## config.mk

```make
export PLATFORM = sky130hd
export DESIGN_NAME = keypad_emulator
export DESIGN_NICKNAME = d
export VERILOG_FILES = /design/src/rtl/keypad_emulator.sv
export SDC_FILE = /design/constraint.sdc
export NUM_CORES = 1
export LEC_CHECK = 0
export CORE_MARGIN = 2
export CORE_UTILIZATION = 35
export CTS_CLUSTER_DIAMETER = 80
export CTS_CLUSTER_SIZE = 10
export DETAILED_ROUTE_END_ITERATION = 10
export DONT_BUFFER_PORTS = 1
export HOLD_SLACK_MARGIN = 0.02
export SLEW_MARGIN = 30
export SYNTH_ARGS = -nofsm -noshare
export SYNTH_HDL_FRONTEND = slang
export SYNTH_SLANG_ARGS = --single-unit
```

## constraint.sdc

```tcl
create_clock -name clk -period 4.7 [get_ports clk]
set_input_delay 0.94 -clock clk [delete_from_list [all_inputs] [get_ports clk]]
set_output_delay 0.94 -clock clk [all_outputs]
set_load 0.01 [all_outputs]
```

## src/rtl/keypad_emulator.sv

```systemverilog
// ---------------------------------------------------------------------------
// keypad_emulator
//   Responder side of a 4x4 matrix keypad scan interface. It watches the
//   scanner's column drive and returns the row lines a real keypad would give
//   for one commanded key press, optionally including contact bounce on make
//   and on break.
//
//   Optional feature macro: KEYPAD_EMU_BOUNCE_EN
//     defined   : MAKE_BOUNCE / BREAK_BOUNCE phases driven by an 8-bit LFSR
//     undefined : clean contact, IDLE -> HELD -> IDLE
//
// Ports
//   clk          system clock
//   rst          asynchronous active-high reset
//   col[3:0]     column drive from scanner (active-high, any pattern)
//   key_code     [3:2] column index, [1:0] row index of the key to press
//   hold_cycles  cycles the contact is solidly closed (0 behaves as 1)
//   press_valid  press request valid
//   press_ready  high while a request can be accepted (IDLE only)
//   row[3:0]     row lines to scanner, active-high, registered
//   contact      internal contact state (debug)
//   release_done one-cycle pulse in the first IDLE cycle after a press
// ---------------------------------------------------------------------------
module keypad_emulator #(
    parameter int         BOUNCE_CYCLES = 16,
    parameter int         HOLD_W        = 16,
    parameter logic [7:0] LFSR_SEED     = 8'hA5
) (
    input  logic              clk,
    input  logic              rst,
    input  logic [3:0]        col,
    input  logic [3:0]        key_code,
    input  logic [HOLD_W-1:0] hold_cycles,
    input  logic              press_valid,
    output logic              press_ready,
    output logic [3:0]        row,
    output logic              contact,
    output logic              release_done
);

`ifdef KEYPAD_EMU_BOUNCE_EN
    typedef enum logic [1:0] {
        IDLE         = 2'd0,
        MAKE_BOUNCE  = 2'd1,
        HELD         = 2'd2,
        BREAK_BOUNCE = 2'd3
    } state_t;

    // A zero seed would lock the LFSR at zero forever.
    localparam logic [7:0] SEED = (LFSR_SEED == 8'h00) ? 8'h01 : LFSR_SEED;
    localparam int BCNT_W = (BOUNCE_CYCLES > 1) ? $clog2(BOUNCE_CYCLES) : 1;
    localparam logic [BCNT_W-1:0] BCNT_LAST = BCNT_W'(BOUNCE_CYCLES - 1);

    logic [7:0]        lfsr_r;
    logic [7:0]        lfsr_s;
    logic [BCNT_W-1:0] bcnt_r;
    logic [BCNT_W-1:0] bcnt_s;

    // 8-bit Fibonacci LFSR, taps 8,6,5,4; newest bit enters at bit 0.
    function automatic logic [7:0] lfsr_step(input logic [7:0] l);
        lfsr_step = {l[6:0], l[7] ^ l[5] ^ l[4] ^ l[3]};
    endfunction
`else
    typedef enum logic [0:0] {
        IDLE = 1'b0,
        HELD = 1'b1
    } state_t;
`endif

    state_t            state_r;
    state_t            state_s;
    logic [3:0]        key_r;
    logic [3:0]        key_s;
    logic [HOLD_W-1:0] hold_r;
    logic [HOLD_W-1:0] hold_s;
    logic              contact_r;
    logic              contact_s;
    logic              ready_r;
    logic              done_r;
    logic              done_s;
    logic [3:0]        row_r;

    // Only the commanded column is looked at; at most one row bit results.
    function automatic logic [3:0] row_decode(input logic c, input logic [3:0] cl,
                                              input logic [3:0] k);
        if (c && cl[k[3:2]]) begin
            row_decode = 4'b0001 << k[1:0];
        end else begin
            row_decode = 4'b0000;
        end
    endfunction

    // Next-state, latched request and next contact value.
    always_comb begin
        state_s = state_r;
        key_s   = key_r;
        hold_s  = hold_r;
`ifdef KEYPAD_EMU_BOUNCE_EN
        bcnt_s  = bcnt_r;
        if (state_r == MAKE_BOUNCE || state_r == BREAK_BOUNCE) begin
            lfsr_s = lfsr_step(lfsr_r);
        end else begin
            lfsr_s = lfsr_r;
        end
`endif
        case (state_r)
            IDLE: begin
                if (press_valid && ready_r) begin
                    key_s  = key_code;
                    hold_s = (hold_cycles == {HOLD_W{1'b0}}) ? HOLD_W'(1) : hold_cycles;
`ifdef KEYPAD_EMU_BOUNCE_EN
                    state_s = MAKE_BOUNCE;
`else
                    state_s = HELD;
`endif
                end else begin
                    state_s = IDLE;
                end
            end
`ifdef KEYPAD_EMU_BOUNCE_EN
            MAKE_BOUNCE: begin
                if (bcnt_r == BCNT_LAST) begin
                    bcnt_s  = {BCNT_W{1'b0}};
                    state_s = HELD;
                end else begin
                    bcnt_s  = bcnt_r + BCNT_W'(1);
                end
            end
            BREAK_BOUNCE: begin
                if (bcnt_r == BCNT_LAST) begin
                    bcnt_s  = {BCNT_W{1'b0}};
                    state_s = IDLE;
                end else begin
                    bcnt_s  = bcnt_r + BCNT_W'(1);
                end
            end
`endif
            HELD: begin
                // Down-counter from the latched length keeps all-ones exact.
                if (hold_r <= HOLD_W'(1)) begin
                    hold_s = {HOLD_W{1'b0}};
`ifdef KEYPAD_EMU_BOUNCE_EN
                    state_s = BREAK_BOUNCE;
`else
                    state_s = IDLE;
`endif
                end else begin
                    hold_s = hold_r - HOLD_W'(1);
                end
            end
            default: begin
                state_s = IDLE;
            end
        endcase

        // contact is registered, so it is decoded from the state being entered.
        case (state_s)
            HELD: contact_s = 1'b1;
`ifdef KEYPAD_EMU_BOUNCE_EN
            MAKE_BOUNCE, BREAK_BOUNCE: contact_s = lfsr_s[0];
`endif
            default: contact_s = 1'b0;
        endcase

        done_s = (state_r != IDLE) && (state_s == IDLE);
    end

    // State, request latches and registered outputs.
    always_ff @(posedge clk or posedge rst) begin
        if (rst) begin
            state_r   <= IDLE;
            key_r     <= 4'b0000;
            hold_r    <= {HOLD_W{1'b0}};
            contact_r <= 1'b0;
            ready_r   <= 1'b1;
            done_r    <= 1'b0;
            row_r     <= 4'b0000;
        end else begin
            state_r   <= state_s;
            key_r     <= key_s;
            hold_r    <= hold_s;
            contact_r <= contact_s;
            ready_r   <= (state_s == IDLE);
            done_r    <= done_s;
            row_r     <= row_decode(contact_r, col, key_r);
        end
    end

`ifdef KEYPAD_EMU_BOUNCE_EN
    // Bounce pattern generator and bounce phase counter.
    always_ff @(posedge clk or posedge rst) begin
        if (rst) begin
            lfsr_r <= SEED;
            bcnt_r <= {BCNT_W{1'b0}};
        end else begin
            lfsr_r <= lfsr_s;
            bcnt_r <= bcnt_s;
        end
    end
`endif

    assign press_ready  = ready_r;
    assign row          = row_r;
    assign contact      = contact_r;
    assign release_done = done_r;

endmodule

```

## Yosys cells after proc, flatten, opt, wreduce, memory -nomap -nowiden

Cells that the tools add are included.

| operators by class | value |
|---|---|
| reductions and logical operators | 5 |
| bitwise logic cells | 2 |
| shifts and indexed selects | 1 |
| mux-type cells | 11 |
| multipliers | 0 |
| $add $sub $neg | 1 |
| div/mod/pow operators | 0 |
| eq/ne operators | 1 |
| order comparisons | 2 |

Operators with widths:

| cell | number |
|---|---|
| 16-bit 2-to-1 mux | 3 |
| 16-bit one-hot mux with 2 select lines | 1 |
| 16-bit by 1-bit less-or-equal comparator with 1-bit output, second input constant | 1 |
| 16-bit logical NOT | 1 |
| 16-bit by 1-bit subtractor with 16-bit output, second input constant | 1 |
| 1-bit 2-to-1 mux | 4 |
| 4-bit 2-to-1 mux | 1 |
| 1-bit by 2-bit << shifter with 4-bit output, first input constant | 1 |
| 1-bit logical AND | 3 |
| 2-bit by 3-bit less-than comparator with 1-bit output, second input constant | 1 |
| 1-bit binary-select mux with 2-bit select | 1 |
| 2-bit != test, second input constant | 1 |
| 1-bit NOT | 2 |
| 1-bit one-hot mux with 2 select lines | 1 |
| 2-bit AND reduction | 1 |

| storage, ports and cells | value |
|---|---|
| output and inout port bits | 7 |
| latch bits | 0 |
| memories kept | 0 |
| bits in registers | 28 |
| bits of input ports | 27 |
| bits in read-only memories | 0 |
| RAM bits | 0 |

## Longest topological paths before layout

| logic depth | value |
|---|---|
| word-level depth | 5 |
| gate-level depth with buffers | 8 |

## Worst setup path after synthesis

Ideal clock, no wire load.

| path | value |
|---|---|
| kind | input port to flip-flop |
| start point | input port press_valid |
| end point | register key_r[0] |
| slack | 2.636 ns |
| stages on the path | 3 |
| data arrival time | 1.939 ns |
| required time | 4.575 ns |
| cells stage by stage | nand2_1 nor2_1 mux2_2 |

| between the ends | value |
|---|---|
| longest elaborated chain between the ends | 2 |

Ends and longest elaborated chain:

| what | RTL line | RTL |
|---|---|---|
| start, declared | 34 | `input logic press_valid,` |
| 1-bit logical AND | 108 | `if (press_valid && ready_r) begin` |
| 2-bit AND reduction (no source line) | - |  |
| end signal, assigned | 180 | `key_r <= key_s;` |
| end, declared | 72 | `logic [3:0] key_r;` |

Every way passes these cells.
A chain may end at the register's enable or synchronous reset.

## Worst setup path after layout

| path | value |
|---|---|
| start point | register hold_r[0] |
| end point | register hold_r[12] |

| between the ends | value |
|---|---|
| longest elaborated chain between the ends | 3 |
| elaborated cells between the ends (all ways) | 4 |

Ends and longest elaborated chain:

| what | RTL line | RTL |
|---|---|---|
| start, declared | 74 | `logic [HOLD_W-1:0] hold_r;` |
| start signal, assigned | 173 | `hold_r <= {HOLD_W{1'b0}};` |
| start signal, assigned | 181 | `hold_r <= hold_s;` |
| 16-bit by 1-bit subtractor with 16-bit output / 16-bit by 1-bit less-or-equal comparator with 1-bit output (equally long branches) | 148, 140 |  |
| 16-bit 2-to-1 mux * | 140 | `if (hold_r <= HOLD_W'(1)) begin` |
| 16-bit one-hot mux with 2 select lines * | 106 | `case (state_r)` |

Every way passes the cells marked *; elsewhere a longest branch is shown, timed or not.

==> summary.md <==
| Metric | Value |
|---|---|
| Total congestion overflow | `0` |
| Setup repair after global routing missed its margin | `no` |
| Post-placement cell area | `1510 um2` |
| Worst r2r dst | `hold_r[12]` |
| Starting Density | `0.366` |
| Top cells by instance count after synthesis | `sky130_fd_sc_hd__dfrtp_1 (26), sky130_fd_sc_hd__nor2_1 (12), sky130_fd_sc_hd__nand2_1 (11)` |
| Async SR Flop Fraction | `1.00` |
| Net count after synthesis | `176` |
| Post-detailed-placement half-perimeter wirelength | `2.63 mm` |
| Total wire length | `3.55 mm` |
| Fraction of layout cells with a size suffix above 1 | `0.0952` |
| Minimum clock period | `2.14 ns` |
| Met1 WL | `1.52 mm` |
| Number of placed I/O pins | `34` |
| Actual slew at the worst max-slew pin | `0.757 ns` |
| Uppermost layer routed | `met4` |
| Net count of the finished layout | `177` |
| Crit-path cells | `inv_1, ha_1, or3b_1, or3_1, or3_1, o211ai_1` |
| Library cell occupying the most area in the post-synthesis netlist | `sky130_fd_sc_hd__dfrtp_1` |
| Total power of the final layout | `0.927 mW` |
| Aggregate global-route resource usage | `0.165` |
| Die Area | `4750 um2` |
| Number of buffers added for setup after CTS | `0` |
| Startpoint types | `flip-flop` |
| Clock transition at the registers of the reported paths | `0.09 ns` |
| Final-layout fill cell count | `417` |
| CP Data Arrival Time | `2.33 ns` |
| Met2 wire length | `1.68 mm` |
| Sequential area share after synthesis | `0.459` |
| Pwr dens | `594 nW/um2` |
| Sort of element at the end of the critical path | `flip-flop` |
| Number of inserted diodes | `0` |
| Count of cells along the worst hold path | `1` |
| #FFs+latches synth | `27` |
| Wire length of the first global-routing pass | `5.76 mm` |
| Status | `completed` |
| Endpoint with the worst hold slack | `row[1]` |
| Clock insertion delay at the later pin of the skew report | `0.27 ns` |
| Most used flip-flop cell after synthesis | `sky130_fd_sc_hd__dfrtp_1` |
| Buffers on Ports | `0` |
| Synth top area cells | `sky130_fd_sc_hd__dfrtp_1 (44%), sky130_fd_sc_hd__mux2i_1 (3.4%), sky130_fd_sc_hd__mux2_2 (3.1%)` |
| Max frequency | `0.468 GHz` |
| Amount of wire on met3 after detailed routing | `302 um` |
| Register-to-register path setup slack | `2.56 ns` |
| Final instance area | `1560 um2` |
| Hold buffers post-CTS | `0` |
| Number of violations reported at the end of detailed-routing iteration 0 | `60` |
| Number of enable-type register cells in the synthesized netlist | `0` |
| Post-cts resize count | `0` |
| Worst setup path class | `flip-flop to flip-flop` |
| Post-Synthesis Mean Instance Area | `10.0 um2` |
| Peak supply drop | `0.000225 V` |
| Max-cap violations | `0` |
| Buffer depth of the longest clock path | `2` |
| Area inside the core boundary | `4030 um2` |
| Required time reported for the critical path endpoint | `4.90 ns` |
| CTS Root Buffer Type | `sky130_fd_sc_hd__clkbuf_8` |
| Clock Skews | `0.00199 ns` |
| Cell type of the slowest stage on the worst timing path | `sky130_fd_sc_hd__or3b_1` |
| Cell leakage power | `0.678 nW` |
| Total negative slack for setup checks | `0 ns` |
| Total DRC errors in the routed layout | `0` |
| Final setup vio count | `0` |
| Height of the die | `68.9 um` |
| Avg Vias per Cell | `5.98` |
| Cts bufs inserted | `3` |
| Placer's final routability congestion estimate | `0.844` |
| Maximum number of pins on one net before global-route repair | `28` |
| Routed Antenna Nets | `0` |
| Launch instance of the worst register-to-register path | `hold_r[0]` |
| Cells after synthesis | `147` |
| Number of global-route vias before repair | `1155` |
| Startpoint of the worst hold path | `key_r[1]` |
| Final hold slack | `0.496 ns` |
| Fin. Hold Viols | `0` |
| Most common cell type on the critical path | `sky130_fd_sc_hd__or3_1` |
| Tcrit/Tclk final | `0.455` |
| Logic depth of the worst register-to-register path | `6` |
| Synth top area share | `0.441` |
| Pins Over Slew Limit | `0` |
| Class of the most critical hold timing path | `flip-flop to flip-flop` |
| Wirelength per Cell | `18.0 um` |
| Number of vias after detailed routing | `1178` |
| Htree depth | `1` |
| CP max stage delay | `0.49 ns` |
| Largest fanout on the critical path | `7` |
| Area growth syn-to-layout | `5.77%` |
| Number of warnings printed during yosys synthesis | `0` |
| Initial antenna violation count | `0` |
| Number of clock sinks | `27` |
| Clock tree from TritonCTS | `yes` |
| Number of cell rows | `23` |
| Area of the mapped netlist | `1480 um2` |
| Relative slew margins | `0.495` |
| Count of distinct cell types in the synthesized netlist | `45` |
| Most common cell in the netlist | `sky130_fd_sc_hd__dfrtp_1` |
| Die boundary width | `68.9 um` |
| Drt first pass iters | `4` |
[cell families (layout without fill, tap and decap cells)]
logic type / after synthesis / count (layout) / share of synthesized area
AO/OA/AOI/OAI: 33 / 33 / 0.153
XOR/XNOR: 6 / 6 / 0.0356
adder cells (fa/ha/maj): 2 / 2 / 0.0170
buffers and inverters: 11 / 11 / 0.0339
flip-flops: 27 / 27 / 0.459
multiplexers: 10 / 10 / 0.0797
AND/OR/NAND/NOR: 58 / 58 / 0.222
[worst max-delay path: cells and delay by family (launching register included)]
| kind | cells | cell delay, ns |
|---|---|---|
| AOI/OAI and AO/OA | 1 | 0.09 |
| DFF | 1 | 0.47 |
| buffers and inverters | 1 | 0.09 |
| adders and majority gates | 1 | 0.23 |
| and+or+nand+nor | 3 | 1.18 |
[stage by stage]
stage / setup slack (ns) / util / instances
finish: 2.56 / 0.387 / 197
global route: 2.46 / 0.387 / 197
CTS: 2.57 / 0.387 / 197
detailed placement: 2.38 / 0.376 / 193
global placement: 2.42 / 0.376 / 193
floorplan: 2.64 / - / 147
[area by class of cell]
| class | count | area (um2) | area share |
|---|---|---|---|
| inverter | 7 | 26.3 | 0.0168 |
| multi-input combinational | 109 | 748 | 0.480 |
| tap | 50 | 62.6 | 0.0401 |
| sequential | 27 | 677 | 0.434 |
| clock inverter | 1 | 5.00 | 0.00321 |
| clock buffer | 3 | 41.3 | 0.0265 |
[cell usage in the layout (no fill, tap or decap), drive strengths merged, types with 3 or more instances in the layout]
cell type / netlist / final
a21oi: 6 / 6
nor4: 9 / 9
clkbuf: 2 / 3
and4: 3 / 3
o21ai: 6 / 6
xnor2: 4 / 4
mux2: 4 / 4
nor3: 6 / 6
inv: 7 / 7
or4: 3 / 3
o22ai: 3 / 3
mux2i: 5 / 5
nand3: 6 / 6
dfrtp: 26 / 26
nor2: 12 / 12
nand2: 11 / 11
a22oi: 5 / 5
[power breakdown]
part | internal, mW | switching [mW]
Sequential | 0.331 | 0.136
Clock | 0.0594 | 0.0739
Combinational | 0.159 | 0.168
Total | 0.549 | 0.378
[worst max path at each step]
stage	from	to	slack (ns)
2_1_floorplan	press_valid	key_r[0]	2.64
3_3_place_gp	press_valid	key_r[2]	2.42
3_5_place_dp	press_valid	key_r[3]	2.38
4_1_cts	hold_r[0]	hold_r[12]	2.57
5_1_grt	hold_r[0]	hold_r[12]	2.46
6_report	hold_r[0]	hold_r[12]	2.56
[registers in the layout, indices dropped and copies added, names as in the netlist]
| register | cells |
|---|---|
| hold_r | 16 |
| key_r | 4 |
| row | 4 |
| contact | 1 |
| release_done | 1 |
| press_ready | 1 |
[metal layers]
layer  up-vias  GRT usage
met5         -          0
met4         0     0.0466
met1       581      0.224
met3         4     0.0471
li1        551          -
met2        42      0.258
(Power assumes the default switching activity.)
